## src/rtl/hold_interpolator.sv

```systemverilog
// hold_interpolator: upsamples a requested low-rate stream by rate+1 using zero-order hold or zero-stuffing.
module hold_interpolator #(
    parameter int bw = 16
) (
    input  logic          clock,
    input  logic          reset,
    input  logic          enable,
    input  logic [7:0]    rate,
    input  logic          mode,
    input  logic          strobe_out,
    output logic          strobe_in,
    input  logic [bw-1:0] signal_in,
    output logic [bw-1:0] signal_out,
    output logic          underrun
);
    logic [7:0]    cnt_q, cnt_d;
    logic [bw-1:0] pending_q, pending_d, out_q, out_d;
    logic          req_q, req_d, cap_q, cap_d, ready_q, ready_d;
    logic          prime_q, prime_d, und_q, und_d;
    logic          tick, head, wrap;

    always_comb begin
        tick      = enable & strobe_out;
        head      = cnt_q == 8'd0;
        wrap      = cnt_q >= rate;
        cnt_d     = tick ? (wrap ? 8'd0 : cnt_q + 8'd1) : cnt_q;
        // a request is suppressed while one is already on the wire
        req_d     = ~req_q & (prime_q | (tick & wrap));
        prime_d   = 1'b0;
        cap_d     = req_q;
        pending_d = cap_q ? signal_in : pending_q;
        ready_d   = (cap_q | ready_q) & ~(tick & head);
        out_d     = !tick ? out_q : head ? (cap_q ? signal_in : pending_q) : mode ? '0 : out_q;
        und_d     = und_q | (tick & head & ~ready_q & ~cap_q);
        if (!enable) begin
            cnt_d     = 8'd0;
            req_d     = 1'b0;
            prime_d   = 1'b1;
            cap_d     = 1'b0;
            pending_d = '0;
            ready_d   = 1'b0;
            out_d     = '0;
            und_d     = 1'b0;
        end
    end

    always_ff @(posedge clock or negedge reset) begin
        if (!reset) begin
            cnt_q     <= 8'd0;
            req_q     <= 1'b0;
            prime_q   <= 1'b1;
            cap_q     <= 1'b0;
            pending_q <= '0;
            ready_q   <= 1'b0;
            out_q     <= '0;
            und_q     <= 1'b0;
        end else begin
            cnt_q     <= cnt_d;
            req_q     <= req_d;
            prime_q   <= prime_d;
            cap_q     <= cap_d;
            pending_q <= pending_d;
            ready_q   <= ready_d;
            out_q     <= out_d;
            und_q     <= und_d;
        end
    end

    assign strobe_in  = req_q;
    assign signal_out = out_q;
    assign underrun   = und_q;
endmodule

```

## config.mk

```make
export PLATFORM = sky130hd
export DESIGN_NAME = hold_interpolator
export DESIGN_NICKNAME = d
export VERILOG_FILES = /design/src/rtl/hold_interpolator.sv
export SDC_FILE = /design/constraint.sdc
export NUM_CORES = 1
export LEC_CHECK = 0
export CORE_UTILIZATION = 54
export DETAILED_ROUTE_END_ITERATION = 6
export PLACE_DENSITY_LB_ADDON = 0.3
export SYNTH_ARGS = -nofsm -noshare
export SYNTH_HDL_FRONTEND = slang
export SYNTH_SLANG_ARGS = --single-unit
```

## constraint.sdc

```tcl
create_clock -name clock -period 3.15 [get_ports clock]
set_clock_uncertainty 0.15 [all_clocks]
set_input_delay 0.63 -clock clock [delete_from_list [all_inputs] [get_ports clock]]
set_output_delay 0.63 -clock clock [all_outputs]
set_load 0.05 [all_outputs]
```

[After elaboration in Yosys (flattened, before gate mapping)]
Cells that the tools add are included.
Storage, ports and cells
  output and inout port bits: 18
  register bits: 45
  input port bits: 29
Operators by class
  $add $sub $neg: 1
  reductions and logical operators: 2
  bitwise logic cells: 14
  muxes and demuxes: 14
  equal/unequal tests: 2
  magnitude comparators: 1
Operator list (count)
  $mux 16: 6
  $mux 8: 3
  $add 8x1->8 const B: 1
  $ge 8x8->1: 1
  $logic_not 8->1: 1
  $and 1x1->1: 7
  $mux 1: 5
  $not 1->1: 4
  $ne 3x1->1 const B: 1
  $or 1x1->1: 3
  $ne 2x1->1 const B: 1
  $reduce_and 2->1: 1

[Logic depth before layout (Yosys ltp)]
Gate-level depths: netlist of run 1.
  depth after elaboration: 6
  gate-level depth with buffers: 7
  depth with buffers taken out: 7

[Worst setup path before layout of run 1]
OpenSTA, ideal clock, no wires.
  path kind: input port to flip-flop
  start: input rate[2]
  end: register cnt_q[3]
  library setup time: 0.101 ns
  required time: 2.899 ns
  slack: 0.814 ns
  stages: 7
  data arrival time: 2.085 ns
  path through: inv_1 > ha_1 > a211oi_2 > o21ai_2 > a211oi_4 > nand3_4 > o311ai_2
On the way
  longest elaborated chain between the ends: 4
Ends and longest elaborated chain
  start: declaration: RTL line 8  | input logic [7:0] rate,
  $ge 8x8->1: RTL line 25  | wrap = cnt_q >= rate;
  $mux 8 (2 in series): RTL line 26  | cnt_d = tick ? (wrap ? 8'd0 : cnt_q + 8'd1) : cnt_q;
  $mux 8: RTL line 35  | if (!enable) begin
  end signal: assignment: RTL line 58  | cnt_q <= cnt_d;
  end: declaration: RTL line 16  | logic [7:0] cnt_q, cnt_d;
Every way passes these cells. The select of a mux whose other input is x is not followed.
A chain may end at the register's enable or synchronous reset.

[Worst setup path after layout of run 1]
  start: input rate[2]
  end: register cnt_q[7]
The elaborated chain is that of the path after synthesis.

==> metrics, run 1 <==
number of global-route vias before repair 1792; layout cell share with drive strength beyond 1 9.921%; Mapped Area 2162 um2; clock transition at the registers of the reported paths 80 ps; Max H-tree Level 2; register bit total from synthesis 45; Pre-Repair DR Iteration Count 4; Worst Path Required 3210 ps; RSZ-0062 raised after global routing false; routability cong. 0.8419; Post-synth EDFFs 0; VDD IR-drop max 315.7 uV; Top Ports 47; synth cell count leaders 44 x dfrtp_1, 26 x nor2_1, 21 x nand3_1; setup_tns 0 ps; worst-skew pair later-pin latency 300 ps; Post-DRT Antenna Nets 0; nets 290; Worst setup SP type primary input; CP Capture Type flop; area leader, netlist dfrtp_1; Area Overhead vs Synth 28.47%; number of remaining DRC errors 0; Non-Filler Instances 300; type of the worst setup path in -> reg; critical path cell sequence clkdlybuf4s50_1, inv_1, ha_1, a211oi_2, o21ai_2, a211oi_4, buf_4, nand2_1, o21ai_0; DIE AREA 4261 um2; row count 22; CTS Sinks 45; Ant. Diodes 0; root buf cell clkbuf_8; fin. max-slew vios 0; CP max-delay cell clkdlybuf4s50_1; Final setup viols 0; Top FF cell, synth dfrtp_1; top post-synthesis cells by area dfrtp_1 51%, mux2i_1 7.9%, ha_1 5.8%; WL per Instance 15.35 um; Pwr per Cell Area 443.5 nW/um2; first-pass GRT wire length 7.955 mm; Hold-fix buffers, CTS 0; Die Width 65.28 um; GRT Util Overall 24.76%; HP Class in -> async; MaxCap Viol Count 0; GRT overflow 0; dpl cells 292; WP data arrival 2550 ps; DR vias 1678; dpl hpwl 3.105 mm; syn nets 243; total CTS buffers 5; clk buf depth 2; number of library cell types mapped by synthesis 31; Filler Cells Inserted 276; count leader, synth dfrtp_1; initial antenna violation count 0; slowest stage delay, CP 450 ps; grt peak-use layer met2; Final Hold Vio Count 0; CTS tree yes; met3 usage 5.556%; largest net degree at the start of global routing 46; M1 GR Usage 30.08%; DRT iter0 DRCs 119; Avg Inst Size Synth 10.60 um2; M2 GR Usage 41.75%; post-synthesis sequential area ratio 52.14%; Leak 1.207 nW; Worst Tran Pin Value 1164 ps; Die H 65.28 um; FFs w/ async S/R, synth 100.0%; Rel. slew slack 21.86%; Via density 5.593; status complete, no violations; PortBufs 46; CP Max Fanout 9; post-CTS resize count 0; Initial Util 57.75%; Period minus WS final 2494 ps; setup repair bufs after CTS 0; Mapped Cells 204; highest clock rate 400.9 MHz; core area 3744 um2; crit share post-route 79.19%; warnings from Yosys 0; Routed WL 4.605 mm; Yosys top cell area share 50.93%
cell usage in the layout, fill, tap and decap left out, types with 2 or more instances in the layout:
master           synthesis  routed
o21ai_1                  2       2
inv_1                   12      12
o21ai_0                  4       4
or2_2                    2       2
dfrtp_1                 44      44
mux2i_1                 17      17
clkbuf_8                 0       5
o31ai_1                 16      16
nand2_1                 12      12
o311ai_2                 4       4
ha_1                    10      10
nor2_1                  26      26
nand3_1                 21      21
buf_4                    0       6
a21oi_1                  3       3
nand4_1                  5       5
clkdlybuf4s50_1          0      45
cell families after synthesis:
family / Yosys count / share of synthesized area, %
simple gates: 72 / 15.80
flops: 45 / 52.14
compound gates: 36 / 13.89
buf+inv: 24 / 4.514
mux: 17 / 7.870
fa+ha+maj: 10 / 5.787
layout make-up:
cell class,instances,area [um2],area share (%)
Sequential cell,45,1127,40.59
Timing Repair Buffer,52,500.5,18.02
Multi-Input combinational cell,135,937.1,33.74
Inverter,12,45.04,1.622
Tap cell,48,60.06,2.162
Clock inverter,2,35.03,1.261
Clock buffer,6,72.57,2.613
final timing paths:
kind / start / depth (start not counted) / slack [ps] / end
setup / recovery: rate[2] / 9 / 660 / cnt_q[7]
hold / removal: reset / 1 / 350 / cnt_q[5]
setup reg to reg: cnt_q[1] / 6 / 810 / signal_out[10]
hold reg to reg: strobe_in / 1 / 350 / strobe_in
max in group asynchronous: reset / 1 / 1900 / pending_q[15]
min in group clock: strobe_in / 1 / 350 / strobe_in
state kept, by name, indices dropped and copies added, names as in the netlist:
signal,cells
ready_q,1
cap_q,1
cnt_q,8
underrun,1
strobe_in,1
pending_q,16
signal_out,16
prime_q,1
stage by stage:
stage	power (W)	cell area, um2	util [%]	hold slack (ps)	setup WS (ps)
5_1_grt	0.001286	2778	74.20	381.4	494.2
3_5_place_dp	0.0008192	2670	71.32	324.9	361.2
2_1_floorplan	0.0007298	2162	-	184.4	814.1
3_3_place_gp	0.0008154	2670	71.32	328.4	431.4
6_report	0.001232	2778	74.20	347.3	655.5
4_1_cts	0.001242	2778	74.20	347.8	652.3
power by group:
part	switching (W)	internal (W)	leakage (nW)
Combinational	0.000116	0.0000787	0.535
Sequential	0.0000161	0.000597	0.617
Clock	0.000188	0.000235	0.0552
critical path: cells and delay by family:
family | cells | cell delay, ps
simple gates | 1 | 60
buf+inv | 3 | 710
fa+ha+maj | 1 | 310
compound gates | 4 | 830
metal layers:
metal / up-vias / share of wire [%]
met5: - / 0
met3: 7 / 3.9
met4: 0 / 1.1
li1: 812 / -
met1: 813 / 45
met2: 46 / 50
Note: power is estimated with default switching activity, not from simulation.
==> inputs of run 2 (changes only) <==
CORE_UTILIZATION = 45   (was 54)
clock period = 2 ns   (was 3.15 ns; I/O delays follow)
==> run 2 against run 1 <==
The run now ends with design-rule violations, negative setup slack left. Global-route usage fell by 4.0 points. Flip-flop and latch count did not move. Critical path depth fell by 1. Sequential share of layout area fell by 3.6 points. Clock power rose by 30%. Register-to-register slack got worse by 860 ps. Power rose by 53%. Die area rose by 19%. Via count rose by 6.7%. Utilization fell by 6.0 points. First-iteration DRC count rose by 9.2%.
==> metrics, run 2 (same netlist as run 1, synthesis figures left out) <==
first-pass GRT wire length 8.086 mm (was 7.955 mm); initial antenna violation count 0 (unchanged); CTS tree yes (unchanged); Final Hold Vio Count 0 (unchanged); Worst Path Required 2050 ps (was 3210 ps); violated checks design-rule violations, negative setup slack; total CTS buffers 5 (unchanged); Final WS setup -46.77 ps (was 655.5 ps); Worst setup SP type primary input (unchanged); CTS Sinks 45 (unchanged); layout cell share with drive strength beyond 1 31.52% (was 9.921%); highest-count cells in the layout ignoring fill and taps 44 x dfrtp_1, 42 x buf_4, 24 x nor2_1, 21 x nand3_1, 20 x clkdlybuf4s50_1 (was 45 x clkdlybuf4s50_1, 44 x dfrtp_1, 26 x nor2_1, 21 x nand3_1, 17 x mux2i_1); CP Capture Type flop (unchanged); DIE AREA 5086 um2 (was 4261 um2); clock transition at the registers of the reported paths 80 ps (about the same); Leak 1.378 nW (was 1.207 nW); largest net degree at the start of global routing 27 (was 46); worst slack, placed -468.5 ps (was 361.2 ps); WL per Instance 15.04 um (was 15.35 um); worst-skew pair later-pin latency 290 ps (was 300 ps); Final setup viols 3 (was 0); Die Width 71.32 um (was 65.28 um); Worst Tran Pin Value 472.8 ps (was 1164 ps); RSZ-0062 raised after global routing true (was false); number of remaining DRC errors 2 (was 0); VDD IR-drop max 444.2 uV (was 315.7 uV); Via density 5.460 (was 5.593); MaxCap Viol Count 0 (unchanged); status finished, violations left (was complete, no violations); Pre-Repair DR Iteration Count 6 (was 4); CP Max Fanout 4 (was 9); most common cell after layout, fill and taps aside dfrtp_1 (was clkdlybuf4s50_1); WP data arrival 2100 ps (was 2550 ps); total power 0.001882 W (was 0.001232 W); root buf cell clkbuf_8 (unchanged); Pwr per Cell Area 616.8 nW/um2 (was 443.5 nW/um2); DR vias 1791 (was 1678); HP Class reg -> reg (was in -> async); Die H 71.32 um (was 65.28 um); Ant. Diodes 0 (unchanged); Rel. slew slack 68.48% (was 21.86%); PortBufs 46 (unchanged); GRT overflow 0 (unchanged); Routed WL 4.934 mm (was 4.605 mm); type of the worst setup path in -> reg (unchanged); row count 24 (was 22); Initial Util 48.32% (was 57.75%); Max H-tree Level 2 (unchanged); GRT Util Overall 20.79% (was 24.76%); clk buf depth 2 (unchanged); crit share post-route 102.3%; number of global-route vias before repair 1784 (was 1792); dpl hpwl 3.377 mm (was 3.105 mm); Top Ports 47 (unchanged); Post-DRT Antenna Nets 0 (unchanged); highest clock rate 488.6 MHz; nets 314 (was 290); Area Overhead vs Synth 41.09% (was 28.47%); fin. max-slew vios 0 (unchanged); Period minus WS final 2047 ps; DRT iter0 DRCs 130 (was 119); routability cong. 0.8067 (was 0.8419); core area 4474 um2 (was 3744 um2)
-- run 2: changes by cell type in the layout (fill, tap and decap cells not counted), moves of 4 or more --
cell,change
clkdlybuf4s50_1,-25
dlygate4sd2_1,+5
ha_1,-7
ha_4,+4
buf_4,+36
-- run 2: worst max-delay path, stage by stage --
cell	delay [ps]
clkdlybuf4s50_1	450
inv_1	60
ha_4	220
nand4_1	100
nor2_2	60
a211oi_4	320
nand3_4	190
o311ai_4	290
-- run 2: metal layers --
| metal | GRT usage, % | vias up | part of all wire (%) | wire length (um) |
|---|---|---|---|---|
| met2 | 35.56 | 42 | 50 | 2448 |
| met1 | 25.93 | 880 | 45 | 2239 |
| met5 | 0 | - | 0 | 0 |
| met4 | 7.111 | 0 | 1.1 | 55 |
| li1 | - | 864 | - | - |
| met3 | 4.923 | 5 | 3.9 | 190 |
-- run 2: per-stage QoR --
step	TNS (ps)	std cells	utilization, %	hold slack, ps	cell area (um2)
2_1_floorplan	0	204	-	-45.59	2175
3_3_place_gp	-3472	314	62.36	225.7	2790
3_5_place_dp	-3907	314	62.36	229.6	2790
4_1_cts	-110.7	324	66.25	345.3	2964
5_1_grt	-639.6	328	68.18	364.2	3050
6_report	-56.15	328	68.18	331.4	3050
-- run 2: timing repair --
| item | in CTS | in global routing |
|---|---|---|
| setup buffers | 1 | 2 |
| setup endpoints to repair | 9 | 25 |
| hold endpoints to repair | 19 | 0 |
| gates cloned | 0 | 2 |
| pin swaps | 13 | 7 |
| hold buffers | 1 | 0 |
| resized for setup | 19 | 16 |
-- run 2: area by class of cell --
type | instances | area [um2]
clock buffer | 7 | 76.32
clock inverter | 1 | 7.507
fill | 340 | 1424
inverter | 12 | 45.04
multi-input combinational | 135 | 1077
sequential | 45 | 1127
tap | 52 | 65.06
timing repair buffer | 76 | 651.9
-- run 2: final timing paths --
| kind | cells past startpoint | slack (ps) | startpoint | endpoint |
|---|---|---|---|---|
| worst max-delay path | 8 | -50 | rate[7] | cnt_q[5] |
| min in group asynchronous | 2 | 450 | reset | signal_out[0] |
| worst max register to register | 6 | -50 | cnt_q[2] | cnt_q[5] |
| worst min-delay path | 1 | 330 | strobe_in | strobe_in |
| max in group asynchronous | 3 | 670 | reset | prime_q |
| worst min register to register | 1 | 330 | strobe_in | strobe_in |
-- run 2: power by group --
part / internal [W] / total, W / leakage (nW) / switching, W
clock network: 0.000248 / 0.000551 / 0.0385 / 0.000303
registers: 0.000941 / 0.000956 / 0.617 / 0.0000154
logic: 0.000157 / 0.000375 / 0.723 / 0.000218
total: 0.00134 / 0.00188 / 1.38 / 0.000537
